File: src/rtl/multicycle_controller_if.sv
//==============================================================================
// Module      : multicycle_controller_if
// Description : Bundles the instruction fields, datapath status and control
//               outputs exchanged between the multicycle datapath and its
//               controller.
// Revision    : 1.0 - initial release
//==============================================================================
`default_nettype none

interface multicycle_controller_if;
    logic [6:0]  op;
    logic [2:0]  funct3;
    logic        funct7b5;
    logic        zero;
    logic        mem_ready;

    logic        PCWrite;
    logic        AdrSrc;
    logic        MemWrite;
    logic        IRWrite;
    logic        RegWrite;
    logic [1:0]  ResultSrc;
    logic [1:0]  ALUSrcA;
    logic [1:0]  ALUSrcB;
    logic [2:0]  ALUControl;
    logic [1:0]  ImmSrc;
    logic        illegal;
    logic [31:0] instret;

    // Datapath side: supplies instruction/status, consumes controls.
    modport master (
        output op, funct3, funct7b5, zero, mem_ready,
        input  PCWrite, AdrSrc, MemWrite, IRWrite, RegWrite, ResultSrc,
               ALUSrcA, ALUSrcB, ALUControl, ImmSrc, illegal, instret
    );

    // Controller side.
    modport slave (
        input  op, funct3, funct7b5, zero, mem_ready,
        output PCWrite, AdrSrc, MemWrite, IRWrite, RegWrite, ResultSrc,
               ALUSrcA, ALUSrcB, ALUControl, ImmSrc, illegal, instret
    );
endinterface

`default_nettype wire

File: src/rtl/multicycle_controller.sv
//==============================================================================
// Module      : multicycle_controller
// Description : Multicycle RISC-V subset controller (lw, sw, R-type, I-type
//               ALU, jal, beq) with illegal-opcode trap and retired-instruction
//               counter.
// Revision    : 1.0 - initial release
//==============================================================================
`default_nettype none

module multicycle_controller (
    input  wire logic             clk,
    input  wire logic             reset,
    multicycle_controller_if.slave bus
);

    typedef enum logic [3:0] {
        S_FETCH    = 4'd0,
        S_DECODE   = 4'd1,
        S_MEMADR   = 4'd2,
        S_MEMREAD  = 4'd3,
        S_MEMWB    = 4'd4,
        S_MEMWRITE = 4'd5,
        S_EXECR    = 4'd6,
        S_EXECI    = 4'd7,
        S_ALUWB    = 4'd8,
        S_JAL      = 4'd9,
        S_BEQ      = 4'd10,
        S_ILLEGAL  = 4'd11
    } state_t;

    localparam logic [6:0] C_OP_LOAD  = 7'b0000011;
    localparam logic [6:0] C_OP_STORE = 7'b0100011;
    localparam logic [6:0] C_OP_RTYPE = 7'b0110011;
    localparam logic [6:0] C_OP_ITYPE = 7'b0010011;
    localparam logic [6:0] C_OP_JAL   = 7'b1101111;
    localparam logic [6:0] C_OP_BEQ   = 7'b1100011;

    localparam logic [2:0] C_ALU_ADD = 3'b000;
    localparam logic [2:0] C_ALU_SUB = 3'b001;
    localparam logic [2:0] C_ALU_AND = 3'b010;
    localparam logic [2:0] C_ALU_OR  = 3'b011;
    localparam logic [2:0] C_ALU_SLT = 3'b101;

    state_t      r_state;
    state_t      w_next_state;
    state_t      w_out_state;
    logic [31:0] r_instret;
    logic        w_retire;
    logic [2:0]  w_funct_alu;

    logic        w_pc_write;
    logic        w_adr_src;
    logic        w_mem_write;
    logic        w_ir_write;
    logic        w_reg_write;
    logic [1:0]  w_result_src;
    logic [1:0]  w_alu_src_a;
    logic [1:0]  w_alu_src_b;
    logic [2:0]  w_alu_control;
    logic [1:0]  w_imm_src;
    logic        w_illegal;

    // State register; reset always returns to FETCH, even mid-access.
    always_ff @(posedge clk) begin
        if (reset) r_state <= S_FETCH;
        else       r_state <= w_next_state;
    end

    // Retired-instruction counter, wraps naturally at 2^32.
    always_ff @(posedge clk) begin
        if (reset)         r_instret <= 32'd0;
        else if (w_retire) r_instret <= r_instret + 32'd1;
    end

    // ALU operation for R/I-type execute; subtraction only exists for R-type.
    always_comb begin
        w_funct_alu = C_ALU_ADD;
        case (bus.funct3)
            3'b000:  w_funct_alu = (bus.op[5] & bus.funct7b5) ? C_ALU_SUB : C_ALU_ADD;
            3'b010:  w_funct_alu = C_ALU_SLT;
            3'b110:  w_funct_alu = C_ALU_OR;
            3'b111:  w_funct_alu = C_ALU_AND;
            default: w_funct_alu = C_ALU_ADD;
        endcase
    end

    // Immediate format is a pure opcode decode, independent of state.
    always_comb begin
        w_imm_src = 2'b00;
        case (bus.op)
            C_OP_STORE: w_imm_src = 2'b01;
            C_OP_BEQ:   w_imm_src = 2'b10;
            C_OP_JAL:   w_imm_src = 2'b11;
            default:    w_imm_src = 2'b00;
        endcase
    end

    // Next-state and output decode; reset shows FETCH decode with enables off.
    always_comb begin
        w_next_state  = r_state;
        w_retire      = 1'b0;
        w_pc_write    = 1'b0;
        w_adr_src     = 1'b0;
        w_mem_write   = 1'b0;
        w_ir_write    = 1'b0;
        w_reg_write   = 1'b0;
        w_result_src  = 2'b00;
        w_alu_src_a   = 2'b00;
        w_alu_src_b   = 2'b00;
        w_alu_control = C_ALU_ADD;
        w_illegal     = 1'b0;
        w_out_state   = reset ? S_FETCH : r_state;

        case (r_state)
            S_FETCH:    if (bus.mem_ready) w_next_state = S_DECODE;
            S_DECODE: begin
                case (bus.op)
                    C_OP_LOAD, C_OP_STORE: w_next_state = S_MEMADR;
                    C_OP_RTYPE:            w_next_state = S_EXECR;
                    C_OP_ITYPE:            w_next_state = S_EXECI;
                    C_OP_JAL:              w_next_state = S_JAL;
                    C_OP_BEQ:              w_next_state = S_BEQ;
                    default:               w_next_state = S_ILLEGAL;
                endcase
            end
            S_MEMADR:   w_next_state = (bus.op == C_OP_LOAD) ? S_MEMREAD : S_MEMWRITE;
            S_MEMREAD:  if (bus.mem_ready) w_next_state = S_MEMWB;
            S_MEMWB:    begin w_next_state = S_FETCH; w_retire = 1'b1; end
            S_MEMWRITE: if (bus.mem_ready) begin w_next_state = S_FETCH; w_retire = 1'b1; end
            S_EXECR,
            S_EXECI:    w_next_state = S_ALUWB;
            S_ALUWB:    begin w_next_state = S_FETCH; w_retire = 1'b1; end
            S_JAL:      w_next_state = S_ALUWB;
            S_BEQ:      begin w_next_state = S_FETCH; w_retire = 1'b1; end
            default:    w_next_state = S_ILLEGAL;
        endcase

        case (w_out_state)
            S_FETCH: begin
                w_alu_src_b  = 2'b10;
                w_result_src = 2'b10;
                w_ir_write   = bus.mem_ready;
                w_pc_write   = bus.mem_ready;
            end
            S_DECODE: begin
                w_alu_src_a = 2'b01;
                w_alu_src_b = 2'b01;
            end
            S_MEMADR: begin
                w_alu_src_a = 2'b10;
                w_alu_src_b = 2'b01;
            end
            S_MEMREAD:  w_adr_src = 1'b1;
            S_MEMWB: begin
                w_result_src = 2'b01;
                w_reg_write  = 1'b1;
            end
            S_MEMWRITE: begin
                w_adr_src   = 1'b1;
                w_mem_write = 1'b1;
            end
            S_EXECR: begin
                w_alu_src_a   = 2'b10;
                w_alu_control = w_funct_alu;
            end
            S_EXECI: begin
                w_alu_src_a   = 2'b10;
                w_alu_src_b   = 2'b01;
                w_alu_control = w_funct_alu;
            end
            S_ALUWB:    w_reg_write = 1'b1;
            S_JAL: begin
                w_alu_src_a = 2'b01;
                w_alu_src_b = 2'b10;
                w_pc_write  = 1'b1;
            end
            S_BEQ: begin
                w_alu_src_a   = 2'b10;
                w_alu_control = C_ALU_SUB;
                w_pc_write    = bus.zero;
            end
            default:    w_illegal = 1'b1;
        endcase

        if (reset) begin
            w_pc_write  = 1'b0;
            w_ir_write  = 1'b0;
            w_reg_write = 1'b0;
            w_mem_write = 1'b0;
        end
    end

    assign bus.PCWrite    = w_pc_write;
    assign bus.AdrSrc     = w_adr_src;
    assign bus.MemWrite   = w_mem_write;
    assign bus.IRWrite    = w_ir_write;
    assign bus.RegWrite   = w_reg_write;
    assign bus.ResultSrc  = w_result_src;
    assign bus.ALUSrcA    = w_alu_src_a;
    assign bus.ALUSrcB    = w_alu_src_b;
    assign bus.ALUControl = w_alu_control;
    assign bus.ImmSrc     = w_imm_src;
    assign bus.illegal    = w_illegal;
    assign bus.instret    = r_instret;

endmodule

`default_nettype wire

File: src/flat_wrapper.sv
// flat-port wrapper written by rule: the top's interface ports become plain ports
module multicycle_controller_flat 
  (clk, reset, bus_op, bus_funct3, bus_funct7b5, bus_zero, bus_mem_ready, bus_PCWrite, bus_AdrSrc, bus_MemWrite, bus_IRWrite, bus_RegWrite, bus_ResultSrc, bus_ALUSrcA, bus_ALUSrcB, bus_ALUControl, bus_ImmSrc, bus_illegal, bus_instret);
  multicycle_controller_if bus_i ();
  input  wire logic clk;
  input  wire logic reset;
  input wire logic [$bits(bus_i.op)-1:0] bus_op;
  input wire logic [$bits(bus_i.funct3)-1:0] bus_funct3;
  input wire logic [$bits(bus_i.funct7b5)-1:0] bus_funct7b5;
  input wire logic [$bits(bus_i.zero)-1:0] bus_zero;
  input wire logic [$bits(bus_i.mem_ready)-1:0] bus_mem_ready;
  output wire logic [$bits(bus_i.PCWrite)-1:0] bus_PCWrite;
  output wire logic [$bits(bus_i.AdrSrc)-1:0] bus_AdrSrc;
  output wire logic [$bits(bus_i.MemWrite)-1:0] bus_MemWrite;
  output wire logic [$bits(bus_i.IRWrite)-1:0] bus_IRWrite;
  output wire logic [$bits(bus_i.RegWrite)-1:0] bus_RegWrite;
  output wire logic [$bits(bus_i.ResultSrc)-1:0] bus_ResultSrc;
  output wire logic [$bits(bus_i.ALUSrcA)-1:0] bus_ALUSrcA;
  output wire logic [$bits(bus_i.ALUSrcB)-1:0] bus_ALUSrcB;
  output wire logic [$bits(bus_i.ALUControl)-1:0] bus_ALUControl;
  output wire logic [$bits(bus_i.ImmSrc)-1:0] bus_ImmSrc;
  output wire logic [$bits(bus_i.illegal)-1:0] bus_illegal;
  output wire logic [$bits(bus_i.instret)-1:0] bus_instret;
  assign bus_i.op = bus_op;
  assign bus_i.funct3 = bus_funct3;
  assign bus_i.funct7b5 = bus_funct7b5;
  assign bus_i.zero = bus_zero;
  assign bus_i.mem_ready = bus_mem_ready;
  assign bus_PCWrite = bus_i.PCWrite;
  assign bus_AdrSrc = bus_i.AdrSrc;
  assign bus_MemWrite = bus_i.MemWrite;
  assign bus_IRWrite = bus_i.IRWrite;
  assign bus_RegWrite = bus_i.RegWrite;
  assign bus_ResultSrc = bus_i.ResultSrc;
  assign bus_ALUSrcA = bus_i.ALUSrcA;
  assign bus_ALUSrcB = bus_i.ALUSrcB;
  assign bus_ALUControl = bus_i.ALUControl;
  assign bus_ImmSrc = bus_i.ImmSrc;
  assign bus_illegal = bus_i.illegal;
  assign bus_instret = bus_i.instret;
  multicycle_controller u_core (.clk(clk), .reset(reset), .bus(bus_i));
endmodule
File: config.mk
export PLATFORM = sky130hd
export DESIGN_NAME = multicycle_controller_flat
export DESIGN_NICKNAME = d
export VERILOG_FILES = /design/src/rtl/multicycle_controller_if.sv /design/src/rtl/multicycle_controller.sv /design/src/flat_wrapper.sv
export SDC_FILE = /design/constraint.sdc
export NUM_CORES = 1
export LEC_CHECK = 0
export CELL_PAD_IN_SITES_DETAIL_PLACEMENT = 1
export CELL_PAD_IN_SITES_GLOBAL_PLACEMENT = 2
export CORE_MARGIN = 2
export CORE_UTILIZATION = 29
export DETAILED_ROUTE_END_ITERATION = 7
export GPL_TIMING_DRIVEN = 0
export PLACE_DENSITY = 0.95
export SYNTH_ARGS = -nofsm -noshare
export SYNTH_HDL_FRONTEND = slang
export SYNTH_SLANG_ARGS = --single-unit
File: constraint.sdc
create_clock -name clk -period 3.6 [get_ports clk]
set_input_delay 0.54 -clock clk [delete_from_list [all_inputs] [get_ports clk]]
set_output_delay 0.54 -clock clk [all_outputs]
set_load 0.01 [all_outputs]
# Yosys cells after proc, flatten, opt, wreduce, memory -nomap -nowiden
# Index checks and enable logic that the tools add are counted.
# classes
n_addsub	1
eq_ne	32
n_mux	26
n_bitwise	1
n_reduce_logical	15
# op_table
cell	n
32-bit by 1-bit adder with 32-bit output, second input constant	1
4-bit by 3-bit equality test with 1-bit output, second input constant	8
4-bit case mux with 7 select lines	1
4-bit equality test, second input constant	6
4-bit case mux with 5 select lines	1
4-bit by 2-bit equality test with 1-bit output, second input constant	4
4-bit 2-to-1 mux	4
7-bit by 6-bit equality test with 1-bit output, second input constant	2
7-bit equality test, second input constant	2
2-bit case mux with 2 select lines	3
3-bit case mux with 4 select lines	1
2-bit OR reduction	6
1-bit 2-to-1 mux	11
11-bit OR reduction	1
3-bit OR reduction	3
4-bit by 1-bit equality test with 1-bit output, second input constant	2
4-bit logical NOT	2
7-bit by 2-bit equality test with 1-bit output, second input constant	1
7-bit by 5-bit equality test with 1-bit output, second input constant	1
3-bit equality test, second input constant	2
2-bit inequality test, second input constant	3
2-bit case mux with 3 select lines	1
3-bit case mux with 2 select lines	1
4-bit OR reduction	1
7 further kinds	7
# word_totals
ff_bits	36
in_bits	15
wordCells	77

# Logic depth before layout (Yosys ltp)
# logic_depth
ltp_word	5
mapped_depth	7
mapped_depth_nobuf	6

# Worst setup path after synthesis
# Ideal clock, no wire load.
# synth_timing
path_kind	flip-flop to output port
startpoint	reg u_core.r_state[1]
endpoint	out bus_ALUSrcB[0]
arrival_ps	1670
t_required_ps	3060
path_slack_ps	1390
path_stages_with_launch	6
path_buffers	2
path_cell_list	dfxtp_1 buf_2 buf_1 nor2b_1 nor3_1 a2111oi_0
# synth_between
elab_chain_cells	4
word_cells_on_any_way	9
classes_between	4 x eq/ne; 2 x mux; 3 x reduce/logical
# synth_rtl
item	line	text
start, declared	multicycle_controller.sv:44	state_t r_state;
start signal, assigned	multicycle_controller.sv:66	else r_state <= w_next_state;
4-bit 2-to-1 mux *	multicycle_controller.sv:112	w_out_state = reset ? S_FETCH : r_state;
4-bit by 1-bit equality test with 1-bit output (tied with other cells)	multicycle_controller.sv:138	case (w_out_state)
3-bit OR reduction (no source line) or 2-bit OR reduction (tied branches)	--	
2-bit case mux with 2 select lines *	multicycle_controller.sv:138	
end, declared	flat_wrapper.sv:19	output wire logic [$bits(bus_i.ALUSrcB)-1:0] bus_ALUSrcB;
# Mark *: on every way between the ends. The rest lies on a longest branch, timed or not.

# Worst setup path after layout
# layout_timing
startpoint	reg u_core.r_state[2]
endpoint	out bus_RegWrite
# layout_between
elab_chain_cells	5
word_cells_on_any_way	6
classes_between	2 x eq/ne; 3 x mux; 1 x reduce/logical
# layout_rtl
item	line	text
4-bit 2-to-1 mux *	multicycle_controller.sv:112	
4-bit by 3-bit equality test with 1-bit output or 4-bit equality test (tied branches)	multicycle_controller.sv:138	
2-bit OR reduction (no source line) *	--	
1-bit 2-to-1 mux *	multicycle_controller.sv:138	
1-bit 2-to-1 mux *	multicycle_controller.sv:185	if (reset) begin
end, declared	flat_wrapper.sv:16	output wire logic [$bits(bus_i.RegWrite)-1:0] bus_RegWrite;
# Marks and branches as above.

==> flow_metrics.py <==
metrics = {
    "layout": {
        "antenna_cells": 0,
        "final_layout_size_suffix_gt1_frac": 0.0824,
        "syn2layout_area_growth_pct": 37.7,
        "fin_cells": 439,
        "design_area_sq_mm": 0.00302,
        "finalNetCount": 355,
    },
    "detailed_routing": {
        "routed_via_density": 5.21,
        "vias": 2288,
        "drt-total-wl_mm": 6.63,
        "detail_route.wl_per_cell_microns": 15.1,
        "remaining_drc_errors": 0,
        "drt_iter0_markers": 99,
        "first_pass_iters": 4,
        "ant_nets": 0,
    },
    "floorplanning": {
        "rows": 31,
        "die_w_microns": 90.9,
        "num_io_pins": 64,
        "die_height_microns": 90.9,
        "dieArea_sq_mm": 0.00827,
        "fp.coreArea_sq_mm": 0.00729,
        "start_util": 0.300,
    },
    "sta": {
        "setup_viol": 0,
        "final.setup_skew_ps": 5.96,
        "period_minus_slack_ps": 3130,
        "hold-worst-slack_ps": 492,
        "maxSlewViolCount": 0,
        "rsz0062_at_grt": "false",
        "finalHoldViolCount": 0,
        "tightestPinTransition_ps": 880,
        "timing.slew.headroom": 0.408,
        "min_period_over_period": 0.870,
        "tns_ps": 0,
        "fmaxAchievable_ghz": 0.319,
    },
    "synth": {
        "ys_async_sr_fraction": 0,
        "netlist_top_cells_area": "dfxtp_1, xnor2_1, nor2_1, a21oi_1, nor3_1",
        "synth_ff_type": "dfxtp_1",
        "synth.distinct_cells": 55,
        "ys_ff_latch": 36,
        "syn_inst": 271,
        "synth_common_cells": "dfxtp_1, nor2_1, a21oi_1, xnor2_1, nor3_1",
        "synth_edf_count": 0,
        "synth_top_area_frac": 0.329,
        "synth_top_cell_by_area": "dfxtp_1",
        "syn_area_sq_mm": 0.00219,
        "synth_nets": 287,
        "syn_area_per_cell_sq_um": 8.08,
        "seq_area_frac_synth": 0.329,
        "yosysWarnings": 0,
    },
    "grt": {
        "grt_pass1_wl_mm": 11.4,
        "antenna_found_initial": 0,
        "grt_max_degree": 12,
        "grtUsageTotal": 0.165,
        "grt_overflow": 0,
        "grt_pass1_vias": 2376,
    },
    "pwr": {
        "p_comb_frac": 0.458,
        "static-leakage-power_nw": 0.955,
        "power_frac_seq": 0.323,
        "ir_worst_vdd_mv": 0.120,
        "powerDensity_mw_per_mm2": 458,
        "power.switching_w": 0.000535,
        "switching_share": 0.387,
        "clkPwrFrac": 0.218,
        "intPower_w": 0.000847,
    },
    "placed_design": {
        "dpl.cell_count": 431,
        "gp_congestion": 0.843,
        "dpl_cell_area_sq_mm": 0.00293,
        "dp_hpwl_mm": 4.88,
        "port_buffers": 61,
    },
    "status": {
        "outcome": "finished clean",
    },
    "clocking": {
        "clk_latency_ps": 290,
        "cts_resized": 0,
        "cts_made_buffers": 5,
        "cts_setup_buffers": 0,
        "cts-root-buf": "clkbuf_8",
        "cts_max_level": 2,
        "cts_buffer_depth": 2,
        "cts_tree": "yes",
        "clk_pin_slew_ps": 80,
        "cts.sinks": 36,
        "hold_buffers": 0,
    },
    "critical_path": {
        "crit_type": "register to primary output",
        "reg2reg_depth": 6,
        "cpMostUsedCell": "clkbuf_1",
        "r2r-start": "u_core.bus.instret[0]",
        "reg2reg_slack_ps": 1270,
        "worstPathArrival_ps": 2590,
        "cp-start-kind": "register",
        "path_max_fanout": 10,
        "crit_path_top_delay_cell": "clkdlybuf4s50_1",
        "startpoint": "u_core.r_state[2]",
        "cp_cell_sequence": "clkbuf_1 -> clkbuf_1 -> xnor2_1 -> nor4_1 -> clkdlybuf4s50_1",
        "cp_slowest_stage_delay_ps": 600,
        "critPathRequiredTime_ps": 3060,
        "crit_path_end_kind": "primary output",
        "timing.rr.end": "u_core.bus.instret[12]",
    },
    "min_path": {
        "hold_depth": 2,
        "holdCritPathClass": "register to register",
        "holdPathEnd": "u_core.bus.instret[31]",
        "worstHoldStart": "u_core.bus.instret[31]",
    },
    "flow_run": {
        "drv_cap": 0,
    },
}
==> stage by stage <==
step	total power [W]	utilization	setup WS [ps]
3_3_place_gp	0.00107	0.401	685
4_1_cts	0.00139	0.414	501
2_1_floorplan	0.000873	-	1390
3_5_place_dp	0.00108	0.401	629
6_report	0.00138	0.414	469
5_1_grt	0.00147	0.414	328
==> power by group through the flow <==
| stage | combinational (W) | sequential (W) | clock (W) |
|---|---|---|---|
| after floorplan | 0.000421 | 0.000452 | 0 |
| after global placement | 0.000615 | 0.000454 | 0 |
| after detailed placement | 0.000628 | 0.000455 | 0 |
| after CTS | 0.000632 | 0.000446 | 0.000311 |
| after global routing | 0.000688 | 0.000452 | 0.000330 |
| final | 0.000633 | 0.000447 | 0.000302 |
==> area by class of cell <==
| class | instances | area, sq um |
|---|---|---|
| Fill cell | 935 | 4270 |
| Multi-Input combinational cell | 209 | 1360 |
| Sequential cell | 36 | 721 |
| Timing Repair Buffer | 61 | 611 |
| Tap cell | 99 | 124 |
| Clock buffer | 6 | 82.6 |
| Buffer | 16 | 72.6 |
| Inverter | 10 | 37.5 |
| Clock inverter | 2 | 10.0 |
==> layer usage <==
layer	routed length (microns)	track usage	up-vias
met2	3120	0.277	50
met1	3200	0.220	1118
li1	-	-	1116
met3	266	0.0317	4
met4	40	0.0341	0
met5	0	0	-
==> placed cells by master, fill, tap and decap left out, types with 7 or more instances in the layout <==
cell / synthesis / layout
nor2b_1: 7 / 7
nand2_1: 13 / 13
nor4_1: 9 / 9
xnor2_1: 16 / 16
clkbuf_1: 10 / 10
nand4_1: 11 / 11
xor2_1: 7 / 7
inv_1: 9 / 9
dfxtp_1: 36 / 36
a21oi_1: 16 / 16
nand3_1: 11 / 11
nor2_1: 36 / 36
o21ai_0: 8 / 8
nor3_1: 14 / 14
or3_1: 7 / 7
clkdlybuf4s50_1: 0 / 61
==> critical path: cells and delay by family (launching register included) <==
family / cells / cell delay (ps)
buffers and inverters: 3 / 1420
flip-flops: 1 / 520
AND/OR/NAND/NOR: 1 / 230
XOR/XNOR: 1 / 140
==> registers in the layout, indices dropped and copies added, names as in the netlist <==
signal / flops
u_core.bus.instret: 32
u_core.r_state: 4
==> cell families (layout without fill, tap and decap cells) <==
| family | after synthesis | count (layout) | synth area share |
|---|---|---|---|
| AOI/OAI and AO/OA | 48 | 48 | 0.155 |
| xor gates and xnor gates | 23 | 23 | 0.0919 |
| adders and majority gates | 1 | 1 | 0.00571 |
| buffers and inverters | 26 | 95 | 0.0503 |
| DFF | 36 | 36 | 0.329 |
| muxes | 1 | 1 | 0.00457 |
| and+or+nand+nor | 136 | 136 | 0.363 |
==> worst max-delay path by stage <==
| stage | end | slack (ps) | depth (start not counted) |
|---|---|---|---|
| floorplan | bus_ALUSrcB[0] | 1390 | 5 |
| global placement | bus_ImmSrc[0] | 690 | 5 |
| detailed placement | bus_ImmSrc[0] | 630 | 5 |
| CTS | bus_RegWrite | 500 | 5 |
| global route | bus_RegWrite | 330 | 5 |
| finish | bus_RegWrite | 470 | 5 |
Power figures use the tool's default switching activity.
